$ cat config.mk
export PLATFORM = sky130hd
export DESIGN_NAME = hazard_ctrl_mc
export DESIGN_NICKNAME = d
export VERILOG_FILES = /design/src/rtl/hazard_ctrl_mc.sv
export SDC_FILE = /design/constraint.sdc
export NUM_CORES = 1
export LEC_CHECK = 0
export ABC_CLOCK_PERIOD_IN_PS = 2510
export BUFFER_PORTS_ARGS = -buffer_cell sky130_fd_sc_hd__buf_2
export CAP_MARGIN = 25
export CORE_UTILIZATION = 54
export CTS_BUF_LIST = sky130_fd_sc_hd__clkbuf_8
export DETAILED_ROUTE_END_ITERATION = 10
export PLACE_DENSITY = 0.92
export SLEW_MARGIN = 20
export SYNTH_ARGS = -nofsm -noshare
export SYNTH_HDL_FRONTEND = slang
export SYNTH_SLANG_ARGS = --single-unit
$ cat constraint.sdc
create_clock -name i_clk -period 2.51 [get_ports i_clk]
set_clock_uncertainty 0.15 [all_clocks]
set_input_delay 0.251 -clock i_clk [delete_from_list [all_inputs] [get_ports i_clk]]
set_output_delay 0.251 -clock i_clk [all_outputs]
set_load 0.005 [all_outputs]
$ cat src/rtl/hazard_ctrl_mc.sv
// hazard_ctrl_mc
// ------------------------------------------------------------------------
// Multi-cycle hazard controller for the cached five-stage RISC-V pipeline.
// It drives the enable and synchronous-clear inputs of the pipeline
// registers, and it resolves three hazards:
//   - load-use hazards, by inserting LOAD_BUBBLES bubbles;
//   - data-cache misses, by freezing the whole pipeline until the fill
//     completes, with a watchdog that flags overly long misses;
//   - taken branches, by flushing the D and E stages.
// It also keeps a saturating count of front-end stall cycles.
//
// Parameters
//   REG_AW       register address width
//   LOAD_BUBBLES bubbles per load-use hazard (1..3)
//   TIMEOUT      MISS cycles before o_TimeoutErr is raised (>= 2)
//   CNT_W        width of o_StallCount
//
// Ports
//   i_clk, i_rst          clock; synchronous active-high reset
//   i_ResultSrcE          result select in E (2'b01 = load)
//   i_RdE                 destination register in E
//   i_Rs1D, i_Rs2D        source registers in D
//   i_PCSrcE              taken branch/jump resolved in E
//   i_MissM, i_ReadyM     data-cache miss report / fill complete
//   o_FEN, o_DEN          PC/IF-ID and ID-EX enables (1 = advance)
//   o_EEN, o_MEN          EX-MEM and MEM-WB enables (1 = advance)
//   o_RSTD, o_RSTE        IF-ID and ID-EX clears (1 = insert bubble)
//   o_Busy                some stall is in force this cycle
//   o_TimeoutErr          sticky watchdog flag, cleared only by reset
//   o_StallCount          saturating count of cycles with o_FEN = 0
// ------------------------------------------------------------------------
module hazard_ctrl_mc #(
    parameter int REG_AW       = 5,
    parameter int LOAD_BUBBLES = 1,
    parameter int TIMEOUT      = 64,
    parameter int CNT_W        = 16
) (
    input  logic              i_clk,
    input  logic              i_rst,
    input  logic [1:0]        i_ResultSrcE,
    input  logic [REG_AW-1:0] i_RdE,
    input  logic [REG_AW-1:0] i_Rs1D,
    input  logic [REG_AW-1:0] i_Rs2D,
    input  logic              i_PCSrcE,
    input  logic              i_MissM,
    input  logic              i_ReadyM,
    output logic              o_FEN,
    output logic              o_DEN,
    output logic              o_EEN,
    output logic              o_MEN,
    output logic              o_RSTD,
    output logic              o_RSTE,
    output logic              o_Busy,
    output logic              o_TimeoutErr,
    output logic [CNT_W-1:0]  o_StallCount
);

    localparam int WCNT_W = $clog2(TIMEOUT + 1);

    // The watchdog flag is set on the edge where wcnt steps onto
    // TIMEOUT-1, so it is visible during the TIMEOUT-th MISS cycle.
    localparam logic [WCNT_W-1:0] WCNT_ARM  = WCNT_W'(TIMEOUT - 2);
    localparam logic [WCNT_W-1:0] WCNT_MAX  = WCNT_W'(TIMEOUT);
    localparam logic [1:0]        BCNT_LOAD = 2'(LOAD_BUBBLES - 1);

    typedef enum logic {
        ST_IDLE,
        ST_MISS
    } state_t;

    state_t            r_state;
    logic [1:0]        r_bcnt;
    logic [WCNT_W-1:0] r_wcnt;
    logic              r_timeoutErr;
    logic [CNT_W-1:0]  r_stallCount;

    logic w_loadUse;
    logic w_freeze;
    logic w_flush;
    logic w_luStall;

    assign w_loadUse = (i_ResultSrcE == 2'b01) && (i_RdE != '0) &&
                       ((i_Rs1D == i_RdE) || (i_Rs2D == i_RdE));

    // A miss freezes the cycle it is first seen in IDLE; once in MISS the
    // freeze lasts until the fill completes, and the ReadyM cycle itself
    // already runs normally.
    assign w_freeze  = (r_state == ST_IDLE) ? i_MissM : !i_ReadyM;

    assign w_flush   = !w_freeze && i_PCSrcE;

    // A pending bubble count keeps stalling even after the load has left
    // E, because the consumer is still waiting in D.
    assign w_luStall = !w_freeze && !i_PCSrcE &&
                       ((r_bcnt != 2'd0) || w_loadUse);

    always_comb begin
        o_FEN  = 1'b1;
        o_DEN  = 1'b1;
        o_EEN  = 1'b1;
        o_MEN  = 1'b1;
        o_RSTD = 1'b0;
        o_RSTE = 1'b0;
        o_Busy = 1'b0;
        if (!i_rst) begin
            if (w_freeze) begin
                o_FEN  = 1'b0;
                o_DEN  = 1'b0;
                o_EEN  = 1'b0;
                o_MEN  = 1'b0;
                o_Busy = 1'b1;
            end else if (w_flush) begin
                o_RSTD = 1'b1;
                o_RSTE = 1'b1;
            end else if (w_luStall) begin
                o_FEN  = 1'b0;
                o_DEN  = 1'b0;
                o_RSTE = 1'b1;
                o_Busy = 1'b1;
            end
        end
    end

    always_ff @(posedge i_clk) begin
        if (i_rst) begin
            r_state      <= ST_IDLE;
            r_bcnt       <= 2'd0;
            r_wcnt       <= '0;
            r_timeoutErr <= 1'b0;
            r_stallCount <= '0;
        end else begin
            case (r_state)
                ST_IDLE: begin
                    if (i_MissM) begin
                        r_state <= ST_MISS;
                        r_wcnt  <= '0;
                    end
                end
                ST_MISS: begin
                    if (i_ReadyM) begin
                        r_state <= ST_IDLE;
                        r_wcnt  <= '0;
                    end else begin
                        if (r_wcnt != WCNT_MAX) begin
                            r_wcnt <= r_wcnt + 1'b1;
                        end
                        if (r_wcnt >= WCNT_ARM) begin
                            r_timeoutErr <= 1'b1;
                        end
                    end
                end
                default: r_state <= ST_IDLE;
            endcase

            // During a freeze neither branch is taken, so bcnt holds.
            if (w_flush) begin
                r_bcnt <= 2'd0;
            end else if (w_luStall) begin
                r_bcnt <= (r_bcnt != 2'd0) ? (r_bcnt - 2'd1) : BCNT_LOAD;
            end

            if (!o_FEN && !(&r_stallCount)) begin
                r_stallCount <= r_stallCount + 1'b1;
            end
        end
    end

    assign o_TimeoutErr = r_timeoutErr;
    assign o_StallCount = r_stallCount;

endmodule

**Word level (Yosys, flattened, before mapping)**

Cells that the tools add are included.

- Output and inout port bits: 24
- Register bits: 27
- Logic and storage cells: 61
- Input port bits: 22

- Order comparisons: 1
- Bitwise operators: 2
- Multiplexer cells: 25
- Eq/ne operators: 6
- Add/subtract/negate cells: 3
- Reduce and logical (&&, ||, !) cells: 19

Operators by type and width:

| cell | number |
|---|---|
| 2-to-1 mux 7 bit | 3 |
| 2-to-1 mux 1 bit | 19 |
| adder 16 x 1 -> 16 bit, second input constant | 1 |
| AND reduction 16 bit | 1 |
| one-hot mux 7 bit (2 select lines) | 1 |
| equality test 5 bit | 2 |
| adder 7 x 1 -> 7 bit, second input constant | 1 |
| >= comparator 7 x 6 -> 1 bit, second input constant | 1 |
| != test 7 bit, second input constant | 1 |
| logical AND 1 bit | 6 |
| logical NOT 1 bit | 5 |
| nonzero test 5 bit | 1 |
| != test 3 x 2 -> 1 bit, second input constant | 1 |
| AND reduction 3 bit | 1 |
| equality test 2 x 1 -> 1 bit, second input constant | 1 |
| logical OR 1 bit | 2 |
| 2-to-1 mux 2 bit | 1 |
| != test 2 bit, second input constant | 1 |
| NOT 1 bit | 2 |
| one-hot mux 1 bit (2 select lines) | 1 |
| AND reduction 2 bit | 1 |
| nonzero test 2 bit | 1 |
| OR reduction 2 bit | 1 |
| subtractor 2 x 1 -> 2 bit, second input constant | 1 |

**Logic depth before layout (Yosys ltp)**

Gate-level depths: netlist of run 1.

- Depth in word-level cells: 11
- Mapped depth: 8

**Worst setup path before layout of run 1**

OpenSTA, ideal clock, no wires.

- Path kind: register -> output
- Start point: reg r_state
- End point: out o_FEN
- Arrival: 1.759 ns
- Slack: 0.350 ns
- Stages on the path, launching flop included: 8
- Data required time: 2.109 ns
- Path buffers: 2
- Cell sequence: dfxtp_1 nand2b_1 nand2_2 nor4_1 clkbuf_1 nor2_1 nand2_1 buf_4

- Cells in the longest elaborated chain, start to end: 8

Ends and longest elaborated chain:

| element | line | text |
|---|---|---|
| from (decl) | 71 | `state_t r_state;` |
| from (signal assigned) | 126 | `r_state <= ST_IDLE;` |
| from (signal assigned) | 135 | `r_state <= ST_MISS;` |
| from (signal assigned) | 141 | `r_state <= ST_IDLE;` |
| 2-to-1 mux 1 bit * | 88 | `assign w_freeze = (r_state == ST_IDLE) ? i_MissM : !i_ReadyM;` |
| logical NOT 1 bit | 90, 94 |  |
| logical AND 1 bit (2 in a row) | 94 | `assign w_luStall = !w_freeze && !i_PCSrcE &&` |
| 2-to-1 mux 1 bit (2 in a row) | - |  |
| 2-to-1 mux 1 bit * (2 in a row) | - |  |
| to (decl) | 47 | `output logic o_FEN,` |

Every way passes the cells marked *; elsewhere a longest branch is shown, timed or not.

**Worst setup path after layout of run 1**

- Start point: in i_RdE[1]
- End point: out o_Busy

- Cells in the longest elaborated chain, start to end: 9

Ends and longest elaborated chain:

| element | line | text |
|---|---|---|
| from (decl) | 41 | `input logic [REG_AW-1:0] i_RdE,` |
| equality test 5 bit / nonzero test 5 bit (equally long branches) | 83, 82 |  |
| logical OR 1 bit / logical AND 1 bit (equally long branches) | 83, 82 |  |
| logical AND 1 bit * | 82 | `assign w_loadUse = (i_ResultSrcE == 2'b01) && (i_RdE != '0) &&` |
| logical OR 1 bit * | 95 | `((r_bcnt != 2'd0) \|\| w_loadUse);` |
| logical AND 1 bit * | 94 |  |
| 2-to-1 mux 1 bit * | 115 | `end else if (w_luStall) begin` |
| 2-to-1 mux 1 bit * | 112 | `end else if (w_flush) begin` |
| 2-to-1 mux 1 bit * | 106 | `if (w_freeze) begin` |
| 2-to-1 mux 1 bit * | 105 | `if (!i_rst) begin` |
| to (decl) | 53 | `output logic o_Busy,` |

Marks and branches as above.

==> results by group, run 1 <==
STA
  • Post-route setup TNS: 0 ns
  • Period minus WS final: 2.36 ns
  • Final Cycle Share: 94.1%
  • Final setup violation count: 0
  • Final Hold Fails: 0
  • Max Fclk: 423 MHz
  • Max-slew violations: 0
  • Tightest Pin Transition: 0.579 ns
  • RSZ-0062 raised after global routing: false
  • Final setup margin: 0.147 ns
  • Slew HR: 61.4%

Clock network
  • CTS Root Buffer Type: clkbuf_8
  • Clock sink total: 27
  • CTS Buf Count: 3
  • CTS max path bufs: 2
  • Hold buffers post-CTS: 0
  • Resized cells post-CTS: 0
  • Post CTS Setup Buffer Count: 0
  • Worst-path clk slew: 0.09 ns
  • Clock latency on the worst-skew pair: 0.27 ns
  • H-tree levels: 1
  • CTS tree: yes

Floorplan
  • Initial core utilization: 59.2%
  • IO Count: 46
  • Core Region: 2850 um2
  • Die Width: 57.9 um
  • DIE AREA: 3350 um2
  • Cell row count: 19
  • Die Y: 57.9 um

Cells and area
  • Ant diodes: 0
  • Non-Filler Instances: 272
  • Util after Layout: 69.6%
  • Layout cells sized above 1: 32.4%
  • Synth-to-Final Area Change: 17.6%
  • Filler Cells Inserted: 222
  • Final nets: 268

Global route
  • Total track usage: 23.5%
  • Number of global-route vias before repair: 1459
  • Global-route wire length before repair: 6240 um
  • Congestion Overflow GR: 0
  • Pin count of the biggest net entering global routing: 35
  • Initial antenna violation count: 0

Synthesis
  • Synth warn: 0
  • Synth top area share: 32.0%
  • Most common cell in the synthesized netlist: dfxtp_1
  • Main flop type after synthesis: dfxtp_1
  • Async set-reset flop share out of synthesis: 0%
  • Sequential fraction of the synthesis area: 32.0%
  • Cell accounting for the most synthesized area: dfxtp_1
  • Number of synthesized flops with an enable pin: 0
  • Post-synthesis instance total: 196
  • Syn_nets: 222
  • Most instantiated cells after synthesis: 27 x dfxtp_1, 25 x nor2_1, 15 x a21oi_1
  • FF+latch count, synth: 27
  • Top cells by area, synth: dfxtp_1 32%, mux2_4 6.2%, xnor2_1 5.7%, nor2_1 5.6%, a21oi_1 4.4%
  • Syn_area_per_cell: 8.61 um2
  • Unique cell type count in the Yosys netlist: 46
  • Post-Syn Area: 1690 um2

Routing
  • Vias per std cell: 5.75
  • Routed Antenna Nets: 0
  • Routed WL: 3690 um
  • DR WL/cell: 13.6 um
  • DR DRC count: 4
  • First-pass DRT Iterations: 7
  • Drt initial violations: 138
  • DR vias: 1563

Power
  • Power after layout: 0.821 mW
  • Pleak: 0.779 nW
  • Worst vdd ir: 0.360 mV
  • PwrDens: 413 nW/um2

Setup path
  • Required @ worst endpoint: 2.11 ns
  • Critical path class: in -> out
  • Reg2Reg Depth: 6
  • Crit end category: output port
  • Max FO, Critical Path: 6
  • WP data arrival: 1.96 ns
  • Worst R2R Setup Slack: 0.26 ns
  • Critical Path Start Type: input pin
  • Reg2reg end: o_StallCount[6]
  • Reg2Reg Launch Point: o_StallCount[3]

Hold path
  • Hold EP: r_bcnt[0]
  • Worst hold path stage count: 3
  • Worst Hold Class: in -> reg
  • Hold path start: i_PCSrcE

Flow run
  • Max-cap violations: 0

Run status
  • Run status: complete, but fails checks
  • Failing checks: DRC

Placement
  • Cells after DPL: 268
  • Input/output buffers: 45
  • Placement Setup Slack: 0.0974 ns
  • DP Wirelength: 2800 um
  • Placer Congestion: 0.833
[cell families (layout without fill, tap and decap cells)]
kind of cell    Yosys count  count (layout)  share of synthesized area (%)
simple gates             97              97                           34.5
buf+inv                  15              60                           4.67
mux                       8               8                           6.82
compound gates           31              31                           11.8
fa+ha+maj                 4               4                           2.97
flops                    27              27                           32.0
xor+xnor                 14              14                           7.26
[sequential cells by signal, indices dropped and copies added, names as in the netlist]
| signal | cells |
|---|---|
| r_wcnt | 7 |
| r_state | 1 |
| o_TimeoutErr | 1 |
| o_StallCount | 16 |
| r_bcnt | 2 |
[power by group]
| part | internal [mW] | switching [mW] |
|---|---|---|
| logic | 0.0574 | 0.0805 |
| clock network | 0.111 | 0.133 |
| registers | 0.433 | 0.00595 |
[layout make-up]
| class | count | area (um2) | share of cell area [%] |
|---|---|---|---|
| well taps | 31 | 38.8 | 1.95 |
| flip-flops and latches | 27 | 541 | 27.2 |
| repair buffers | 50 | 263 | 13.2 |
| inverters | 6 | 22.5 | 1.13 |
| multi-input cells | 154 | 1070 | 54.1 |
| clock inverters | 1 | 5.00 | 0.252 |
| clock buffers | 3 | 41.3 | 2.08 |
[routing by layer]
| layer | share of wire [%] | vias up | global-route usage, % | wire, um |
|---|---|---|---|---|
| li1 | - | 792 | - | - |
| met1 | 48 | 724 | 31.5 | 1770 |
| met2 | 47 | 39 | 38.4 | 1720 |
| met3 | 3.8 | 8 | 4.24 | 141 |
| met4 | 1.7 | 0 | 7.48 | 63 |
| met5 | 0 | - | 0 | 0 |
[placed cells by master, fill, tap and decap left out, types with 2 or more instances in the layout]
cell	count
a21oi_1	15
and3_1	2
buf_2	45
buf_4	5
clkbuf_8	3
dfxtp_1	27
ha_1	4
inv_1	6
mux2_4	7
nand2_1	12
nand2b_1	4
nand3_1	11
nand4_1	5
nor2_1	25
nor2b_1	8
nor3_2	3
nor4_2	3
o21ai_0	2
o31ai_1	7
or3_1	2
or4_1	7
or4_4	2
xnor2_1	11
xor2_1	3
[worst max path at each step]
stage	startpoint	end	slack (ns)	cells after the start
2_1_floorplan	r_state	o_FEN	0.35	7
3_3_place_gp	i_RdE[1]	o_StallCount[15]	0.11	7
3_5_place_dp	i_RdE[1]	o_StallCount[15]	0.1	7
4_1_cts	i_RdE[1]	o_Busy	0.15	6
5_1_grt	r_state	o_Busy	0.01	7
6_report	i_RdE[1]	o_Busy	0.15	6
[through the flow]
step	area [um2]	hold WS (ns)
floorplan	1690	0.288
global placement	1940	0.303
detailed placement	1940	0.342
CTS	1990	0.136
global route	1990	0.158
finish	1990	0.145
[worst max-delay path, cell delays in order]
cell and delay [ns]:
buf_2 0.13, or4_4 0.54, o2111ai_2 0.16, or3b_1 0.51
and2_2 0.24, buf_2 0.12
Power figures use the tool's default switching activity.
==> run 2, diff against run 1 <==
==> constraint.sdc (replaced) <==
create_clock -name i_clk -period 2.51 [get_ports i_clk]
set_clock_uncertainty 0.15 [all_clocks]
set_input_delay 0.251 -clock i_clk [delete_from_list [all_inputs] [get_ports i_clk]]
set_output_delay 0.251 -clock i_clk [all_outputs]
set_load 0.1 [all_outputs]
==> run 2 against run 1 <==
Against the previous run:
- the run still ends with DRC left
- clock-buffer cell count unchanged
- total power up 12%
- cell count up 1.5%
- die area unchanged
- routed wire length down 4.8%
- sequential share of layout area down 0.71 points
- largest cell class unchanged
- sequential cell count unchanged
- sequential power about the same
==> results by group, run 2 (same netlist as run 1, synthesis figures left out) <==
Placement
  • Placement Setup Slack: -0.0416 ns
  • Input/output buffers: 45
  • DP Wirelength: 2740 um
  • Cells after DPL: 271
  • Placer Congestion: 0.802

Run status
  • Failing checks: DRC
  • Run status: complete, but fails checks

Global route
  • Pin count of the biggest net entering global routing: 35
  • Number of global-route vias before repair: 1375
  • Total track usage: 22.2%
  • Global-route wire length before repair: 5890 um
  • Congestion Overflow GR: 0
  • Initial antenna violation count: 0

Routing
  • First-pass DRT Iterations: 7
  • Routed WL: 3510 um
  • Routed Antenna Nets: 0
  • DR vias: 1617
  • Drt initial violations: 73
  • DR WL/cell: 12.7 um
  • Vias per std cell: 5.86
  • DR DRC count: 2

Setup path
  • Worst R2R Setup Slack: 0.27 ns
  • Critical path class: in -> out
  • Required @ worst endpoint: 2.11 ns
  • WP data arrival: 2.00 ns
  • Critical Path Start Type: input pin
  • Crit-path slowest cell: or4_4
  • Slowest stage delay, CP: 0.54 ns
  • CP Cell Sequence: buf_2 > or4_4 > o2111ai_2 > or3b_1 > and2_2 > buf_2
  • Max FO, Critical Path: 3
  • Crit end category: output port
  • Most frequent CP cell: buf_2

STA
  • Final setup violation count: 0
  • Final Hold Fails: 0
  • Period minus WS final: 2.41 ns
  • Hold slack: 0.131 ns
  • Final setup margin: 0.104 ns
  • RSZ-0062 raised after global routing: false
  • Final Cycle Share: 95.9%
  • Max-slew violations: 0
  • Max Fclk: 416 MHz
  • Slew HR: 62.2%
  • Post-route setup TNS: 0 ns
  • Tightest Pin Transition: 0.567 ns

Floorplan
  • Cell row count: 19
  • DIE AREA: 3350 um2
  • Die Width: 57.9 um
  • Die Y: 57.9 um
  • Initial core utilization: 59.2%
  • Core Region: 2850 um2
  • IO Count: 46

Clock network
  • CTS max path bufs: 2
  • CTS Buf Count: 3
  • CTS Root Buffer Type: clkbuf_8
  • H-tree levels: 1
  • Worst-path clk slew: 0.09 ns
  • CTS tree: yes
  • Clock latency on the worst-skew pair: 0.27 ns
  • Clock sink total: 27

Power
  • PwrDens: 440 nW/um2
  • Pleak: 0.827 nW
  • Worst vdd ir: 0.363 mV

Cells and area
  • Commonest non-fill, non-tap cells in the layout: 42 x buf_2, 25 x nor2_1, 16 x dfxtp_1
  • Filler Cells Inserted: 221
  • Most common cell after layout, fill and taps aside: buf_2
  • Layout cells sized above 1: 38.4%
  • Ant diodes: 0
  • Sequential cell area: 554 um2
  • Area taken by multi-input logic gates: 1090 um2
  • Non-Filler Instances: 276
  • Max reg flops: 16
  • Final nets: 272
  • Synth-to-Final Area Change: 23.9%

Flow run
  • Max-cap violations: 0

Hold path
  • Worst Hold Class: in -> reg
[run 2: report_power, final]
group	switching (mW)	internal, mW
Combinational	0.164	0.0798
Clock	0.128	0.109
Sequential	0.00547	0.434
Total	0.297	0.623
[run 2: per-layer routing]
metal | up-vias | global-route usage [%] | wire (um)
li1 | 803 | - | -
met4 | 0 | 6.80 | 42
met1 | 751 | 29.9 | 1590
met2 | 59 | 35.6 | 1690
met5 | - | 0 | 0
met3 | 4 | 5.13 | 190
[run 2: worst paths after layout]
| kind | cells past startpoint | endpoint | from |
|---|---|---|---|
| worst min register to register | 2 | o_TimeoutErr | o_TimeoutErr |
| worst max-delay path | 6 | o_Busy | i_RdE[1] |
| worst min-delay path | 3 | r_bcnt[0] | i_PCSrcE |
| worst max register to register | 6 | o_StallCount[6] | o_StallCount[4] |
[run 2: final cells by class]
type	instances	area share, %
well taps	31	1.86
clock inverters	1	0.180
inverters	6	1.08
repair buffers	54	16.2
multi-input cells	154	52.2
clock buffers	3	1.97
flip-flops and latches	27	26.5
[run 2: critical path, delay by kind of cell]
family	cells	cell delay [ns]
simple gates	3	1.14
buf+inv	2	0.42
compound gates	1	0.19
[run 2: what timing repair did]
action,4_1_cts,5_1_grt
hold buffers,0,0
setup endpoints to repair,3,0
buffers inserted,1,0
resized for setup,1,0
[run 2: metrics by stage]
step                      util [%]  area (um2)  power (mW)
final                         73.3        2090       0.920
after global routing          73.3        2090       0.969
after CTS                     73.3        2090       0.925
after detailed placement      71.1        2030       0.686
after global placement        71.1        2030       0.682
after floorplan                  -        1710       0.623
